<file path="src/rtl/if_stage.sv">
// rtl/if_stage.sv - instruction fetch stage: PC, one-outstanding fetch FSM, 2-entry instruction buffer
//
// Ports:
//   clk, rst              clock, asynchronous active-high reset
//   imem_req/addr/ack     fetch request; imem_req & imem_ack is the accepting handshake
//   imem_rvalid/rdata     fetch response, returned at least one cycle after the handshake
//   ir/ir_pc/ir_valid     oldest buffered instruction presented to decode
//   id_ready              decode consumes ir when ir_valid is set
//   redirect/redirect_pc  flush and restart fetch at redirect_pc (low two bits ignored)
`timescale 1ns/1ps
module if_stage #(
    parameter logic [31:0] RESET_PC = 32'h0000_0000
) (
    input  logic        clk,
    input  logic        rst,
    output logic        imem_req,
    output logic [31:0] imem_addr,
    input  logic        imem_ack,
    input  logic        imem_rvalid,
    input  logic [31:0] imem_rdata,
    output logic [31:0] ir,
    output logic [31:0] ir_pc,
    output logic        ir_valid,
    input  logic        id_ready,
    input  logic        redirect,
    input  logic [31:0] redirect_pc
);

    typedef enum logic [1:0] {
        S_IDLE = 2'd0,
        S_WAIT = 2'd1,
        S_DROP = 2'd2
    } state_t;

    state_t      state_q, state_d;
    logic [31:0] pc_q, pc_d;
    logic [31:0] tag_q, tag_d;

    // Buffer entry 0 is always the oldest; a pop shifts entry 1 down.
    logic [31:0] e0_pc_q, e0_pc_d;
    logic [31:0] e0_ir_q, e0_ir_d;
    logic [31:0] e1_pc_q, e1_pc_d;
    logic [31:0] e1_ir_q, e1_ir_d;
    logic [1:0]  count_q, count_d;

    logic        handshake;
    logic        push;
    logic        pop;
    logic [1:0]  count_after_pop;
    logic        unused_pc_bits;

    assign unused_pc_bits = ^redirect_pc[1:0];

    // A request is only raised when the response is guaranteed a free slot,
    // so a push can never overflow the buffer.
    assign imem_req  = ~rst && (state_q == S_IDLE) && !redirect && (count_q != 2'd2);
    assign imem_addr = pc_q;
    assign handshake = imem_req & imem_ack;

    assign ir_valid = (count_q != 2'd0);
    assign ir       = ir_valid ? e0_ir_q : 32'h0000_0000;
    assign ir_pc    = ir_valid ? e0_pc_q : 32'h0000_0000;

    assign push = (state_q == S_WAIT) && imem_rvalid && (count_after_pop != 2'd2);
    assign pop  = ir_valid && id_ready;
    assign count_after_pop = count_q - {1'b0, pop};

    always_comb begin
        state_d = state_q;
        pc_d    = pc_q;
        tag_d   = tag_q;
        e0_pc_d = e0_pc_q;
        e0_ir_d = e0_ir_q;
        e1_pc_d = e1_pc_q;
        e1_ir_d = e1_ir_q;
        count_d = count_q;

        if (redirect) begin
            pc_d    = {redirect_pc[31:2], 2'b00};
            count_d = 2'd0;
            // A response arriving together with the redirect retires the
            // outstanding request; only a still-pending one needs DROP.
            if (imem_rvalid && state_q != S_IDLE) begin
                state_d = S_IDLE;
            end else if (state_q == S_WAIT) begin
                state_d = S_DROP;
            end
        end else begin
            case (state_q)
                S_IDLE: begin
                    if (handshake) begin
                        pc_d    = pc_q + 32'd4;
                        tag_d   = pc_q;
                        state_d = S_WAIT;
                    end
                end
                S_WAIT: begin
                    if (imem_rvalid) begin
                        state_d = S_IDLE;
                    end
                end
                S_DROP: begin
                    if (imem_rvalid) begin
                        state_d = S_IDLE;
                    end
                end
                default: state_d = S_IDLE;
            endcase

            if (pop) begin
                e0_pc_d = e1_pc_q;
                e0_ir_d = e1_ir_q;
            end
            // The new entry lands right behind whatever survives the pop,
            // which keeps order when push and pop coincide.
            if (push) begin
                if (count_after_pop == 2'd0) begin
                    e0_pc_d = tag_q;
                    e0_ir_d = imem_rdata;
                end else begin
                    e1_pc_d = tag_q;
                    e1_ir_d = imem_rdata;
                end
            end
            count_d = count_after_pop + {1'b0, push};
        end
    end

    always_ff @(posedge clk or posedge rst) begin
        if (rst) begin
            state_q <= S_IDLE;
            pc_q    <= RESET_PC;
            tag_q   <= RESET_PC;
            e0_pc_q <= 32'h0;
            e0_ir_q <= 32'h0;
            e1_pc_q <= 32'h0;
            e1_ir_q <= 32'h0;
            count_q <= 2'd0;
        end else begin
            state_q <= state_d;
            pc_q    <= pc_d;
            tag_q   <= tag_d;
            e0_pc_q <= e0_pc_d;
            e0_ir_q <= e0_ir_d;
            e1_pc_q <= e1_pc_d;
            e1_ir_q <= e1_ir_d;
            count_q <= count_d;
        end
    end

endmodule

</file>
<file path="config.mk">
export PLATFORM = sky130hd
export DESIGN_NAME = if_stage
export DESIGN_NICKNAME = d
export VERILOG_FILES = /design/src/rtl/if_stage.sv
export SDC_FILE = /design/constraint.sdc
export NUM_CORES = 1
export LEC_CHECK = 0
export CORE_MARGIN = 3
export CORE_UTILIZATION = 44
export CTS_CLUSTER_SIZE = 12
export DETAILED_ROUTE_END_ITERATION = 16
export PLACE_DENSITY = 0.72
export SKIP_LAST_GASP = 1
export SLEW_MARGIN = 40
export SYNTH_ARGS = -nofsm -noshare
export SYNTH_HDL_FRONTEND = slang
export SYNTH_SLANG_ARGS = --single-unit
</file>
<file path="constraint.sdc">
create_clock -name clk -period 5.4 [get_ports clk]
set_input_delay 0.54 -clock clk [delete_from_list [all_inputs] [get_ports clk]]
set_output_delay 0.54 -clock clk [all_outputs]
set_load 0.05 [all_outputs]
</file>
### Yosys cells after proc, flatten, opt, wreduce, memory -nomap -nowiden

Cells that the tools add are included.

| word-level totals | value |
|---|---|
| logic and storage cells | 59 |
| output and inout bits | 98 |
| input port bits | 70 |
| register bits after elaboration | 196 |

| operators by class | value |
|---|---|
| multiplexer cells | 18 |
| reduce and logical (&&, ||, !) cells | 19 |
| bitwise operators | 4 |
| $add $sub $neg | 3 |
| equal/unequal tests | 7 |

Operators with widths:

| cell | number |
|---|---|
| $mux W32 | 11 |
| $add A32 B3 Y32 const B | 1 |
| $mux W2 | 6 |
| $reduce_and A3 Y1 | 3 |
| $reduce_bool A2 Y1 | 4 |
| $logic_and A1 B1 Y1 | 7 |
| $ne A3 B1 Y1 const B | 2 |
| $logic_not A2 Y1 | 2 |
| $ne A2 B2 Y1 const B | 2 |
| $pmux W2 S2 | 1 |
| $ne A3 B3 Y1 const B | 1 |
| $not A1 Y1 | 3 |
| $add A2 B1 Y2 | 1 |
| $eq A2 B1 Y1 const B | 1 |
| $eq A2 B2 Y1 const B | 1 |
| $reduce_and A2 Y1 | 1 |
| $reduce_or A2 Y1 | 1 |
| $sub A2 B1 Y2 | 1 |
| $and A1 B1 Y1 | 1 |
| $logic_not A1 Y1 | 1 |

### Longest topological paths before layout

| depth | value |
|---|---|
| depth in word-level cells | 8 |
| mapped depth | 11 |
| gate-level depth less buffers | 9 |

### Worst setup path after synthesis

Ideal clock, no wire load.

| path | value |
|---|---|
| kind | reg-to-reg |
| from | register count_q[0] |
| to | register e0_ir_q[0] |
| required time | 5.263 ns |
| data arrival time | 2.273 ns |
| buffers on the path | 2 |
| path slack | 2.990 ns |
| setup time | 0.137 ns |
| cell stages (with the launch flop) | 11 |
| clock period less this slack | 2.410 ns |
| cell sequence | dfrtp_1 > or2_2 > nand2_1 > inv_1 > ha_1 > xnor2_1 > nand4_1 > a21oi_1 > buf_2 > buf_1 > a21oi_1 |

| between the ends | value |
|---|---|
| longest elaborated chain between the ends | 6 |

Ends and longest elaborated chain:

| element | RTL line | text |
|---|---|---|
| start, declared | 44 | `logic [1:0] count_q, count_d;` |
| start signal, assigned | 147 | `count_q <= count_d;` |
| $reduce_bool A2 Y1 | 60 | `assign ir_valid = (count_q != 2'd0);` |
| $logic_and A1 B1 Y1 | 65 | `assign pop = ir_valid && id_ready;` |
| $sub A2 B1 Y2 | 66 | `assign count_after_pop = count_q - {1'b0, pop};` |
| $logic_not A2 Y1 or $ne A2 B2 Y1 (tied branches) | 117, 64 |  |
| $mux W32 or $logic_and A1 B1 Y1 (tied branches) | 117, 64 |  |
| $mux W32 * | 116 | `if (push) begin` |
| end signal, assigned | 144 | `e0_ir_q <= e0_ir_d;` |
| end, declared | 41 | `logic [31:0] e0_ir_q, e0_ir_d;` |

Mark *: on every way between the ends. The rest lies on a longest branch, timed or not.
A chain may end at the register's enable or synchronous reset.

### Final worst setup path

| path | value |
|---|---|
| from | register count_q[0] |
| to | register e0_ir_q[1] |

The elaborated chain is that of the path after synthesis.

==> impl_metrics.env <==
export IMPL_wl_um=20200
export IMPL_cp_end_kind="flip-flop"
export IMPL_tns_ns=0
export IMPL_worstPathMaxFanout=66
export IMPL_cp_arrival_ns=3.75
export IMPL_globalplace_congestion=0.803
export IMPL_grt_usage_pct=18.9
export IMPL_grt_pass1_vias=6402
export IMPL_setup_ws_ns=1.92
export IMPL_post_route_period_util_pct=64.5
export IMPL_grt_pass1_wl_um=33300
export IMPL_io_pins=168
export IMPL_ys_flop_type="dfrtp_1"
export IMPL_worstPathRequired_ns=5.67
export IMPL_clk_latency_ns=0.42
export IMPL_rsz0062_at_grt="no"
export IMPL_cts_sinks=190
export IMPL_grtUsageMet2_pct=28.9
export IMPL_p_leak_nw=5.35
export IMPL_drt_pass1_iter_count=4
export IMPL_post_cts_buffers=0
export IMPL_drive_gt1_share_pct=11.6
export IMPL_wl_per_cell_um=16.1
export IMPL_tightest_slew_ns=0.760
export IMPL_antenna_found_initial=0
export IMPL_die_w_um=147
export IMPL_status="finished, final reports clean"
export IMPL_syn_area_per_cell_um2=10.4
export IMPL_power_density_mw_per_mm2=550
export IMPL_yosysWarnings=0
export IMPL_top_usage_layer="met2"
export IMPL_hold_path_class="reg -> reg"
export IMPL_max_stage_delay_ns=0.60
export IMPL_fillCellCount=1628
export IMPL_syn_cell_area_mm2=0.00874
export IMPL_port_buffers=163
export IMPL_htree_num_levels=4
export IMPL_design_die_area_mm2=0.0216
export IMPL_cts_inserted_buffers=17
export IMPL_grt_max_degree=119
export IMPL_fin_hold_ws_ns=0.495
export IMPL_synthCells=843
export IMPL_use_met3_pct=3.39
export IMPL_ir_drop_mv=0.294
export IMPL_hpwl_um=13200
export IMPL_finalHoldViolCount=0
export IMPL_vias_per_cell=5.16
export IMPL_core_rowCount=50
export IMPL_maxSlewViolCount=0
export IMPL_clockBufferDepth=2
export IMPL_final_nets=1058
export IMPL_cts_resized=0
export IMPL_clk_pin_slew_ns=0.07
export IMPL_diodes=0
export IMPL_grt_overflow=0
export IMPL_die_h_um=147
export IMPL_core_area_mm2=0.0191
export IMPL_fmaxAchievable_ghz=0.287
export IMPL_finalSetupViolCount=0
export IMPL_worst_setup_path_type="reg -> reg"
export IMPL_synth_distinct_cells=44
export IMPL_maxCapViolations=0
export IMPL_worstPathCellList="or2_2, buf_4, nand2_1, inv_1, ha_1, xnor2_1, nand4_1, buf_4, buf_4, mux2i_1, a21oi_1"
export IMPL_cts_hold_fix_buffers=0
export IMPL_cts_tree="yes"
export IMPL_initialDrtViolationCount=344
export IMPL_layout_commonest_cell="dfrtp_1"
export IMPL_post_place_ws_ns=1.87
export IMPL_crit_path_frequent_cell="buf_4"
export IMPL_maxSlewHeadroom_pct=49.1
export IMPL_route_detailed_drc=0
export IMPL_dr_total_vias=6485
export IMPL_cts_root_buffer="clkbuf_16"
export IMPL_ys_seq_area_share_pct=54.4
export IMPL_async_flop_share_pct=100
export IMPL_postRouteAntennaNets=0
export IMPL_area_delta_synth_final_pct=29.2
export IMPL_grt_use_met1_pct=27.6
export IMPL_start_kind="flip-flop"
export IMPL_layout_min_cycle_time_ns=3.48
export IMPL_synth_seq_cells=190
export IMPL_clock_skew_ns=0.0114
export IMPL_slowest_stage="buf_4"
export IMPL_final_cell_mix="190 x dfrtp_1, 162 x clkdlybuf4s50_1, 119 x nand2_1, 80 x nor2_1, 70 x a21oi_1"
export IMPL_synth_edf_count=0
export IMPL_start_util_pct=45.8
-- kinds of logic after synthesis --
family	Yosys count	share of synthesized area, %
other cells	1	0.0429
buf+inv	65	3.09
compound gates	115	7.56
fa+ha+maj	4	0.572
xor+xnor	11	1.10
flops	190	54.4
mux	126	15.3
simple gates	331	17.9
-- final timing paths --
| check | from | end | slack, ns | cells past startpoint |
|---|---|---|---|---|
| setup / recovery | count_q[0] | e0_ir_q[1] | 1.92 | 11 |
| hold / removal | e0_pc_q[0] | e0_pc_q[0] | 0.49 | 1 |
| setup reg to reg | count_q[0] | e0_ir_q[1] | 1.92 | 11 |
| hold reg to reg | e0_pc_q[0] | e0_pc_q[0] | 0.49 | 1 |
| max in group asynchronous | rst | e0_pc_q[7] | 3.84 | 5 |
| min in group asynchronous | rst | state_q[0] | 0.54 | 3 |
-- flip-flops by register name, summed over array words and instances (netlist names) --
register / flops
e1_pc_q: 30
imem_addr: 30
state_q: 2
e0_ir_q: 32
count_q: 2
e0_pc_q: 32
tag_q: 30
e1_ir_q: 32
-- per-layer routing --
layer  vias to the layer above  routed length [um]
met5                         -                   0
met4                         0                 299
met3                        16                 880
met2                       156                9360
met1                      3151                9670
li1                       3162                   -
-- area by class of cell --
cell class	count	area [um2]	share of cell area, %
Clock buffer	21	470	4.17
Multi-Input combinational cell	589	3740	33.1
Tap cell	260	325	2.88
Timing Repair Buffer	174	1770	15.7
Sequential cell	190	4750	42.1
Inverter	12	48.8	0.432
Clock inverter	11	179	1.58
-- Yosys cell counts, types with 12 or more instances --
library cell / instances / share of area (%)
a21oi_1: 71 / 4.1
and2_1: 67 / 4.8
buf_2: 15 / 0.86
clkbuf_1: 28 / 1.2
dfrtp_1: 190 / 54
inv_1: 12 / 0.52
mux2_2: 62 / 8.0
mux2i_1: 64 / 7.3
nand2_1: 119 / 5.1
nand3_1: 21 / 1.2
nand4_1: 14 / 1.0
nor2_1: 80 / 3.4
o21ai_0: 19 / 1.1
-- power breakdown --
group / switching [mW] / internal, mW / total [mW]
clock network: 0.537 / 0.818 / 1.35
registers: 0.281 / 1.91 / 2.20
logic: 1.69 / 0.967 / 2.66
-- critical path: cells and delay by family (launching register included) --
family                   cells  cell delay, ns
AO/OA/AOI/OAI                1            0.09
multiplexers                 1            0.27
flip-flops                   1            0.39
adder cells (fa/ha/maj)      1            0.19
XOR/XNOR                     1            0.17
buffers and inverters        4            1.49
AND/OR/NAND/NOR              3            0.70
-- metrics by stage --
step	std cells	cell area [um2]	total power [mW]	utilization, %
floorplan	844	8750	4.04	-
global placement	1223	10600	4.83	55.4
detailed placement	1225	10600	4.90	55.8
CTS	1257	11300	6.29	59.2
global route	1257	11300	6.59	59.2
finish	1257	11300	6.21	59.2
Note: power is estimated with default switching activity, not from simulation.
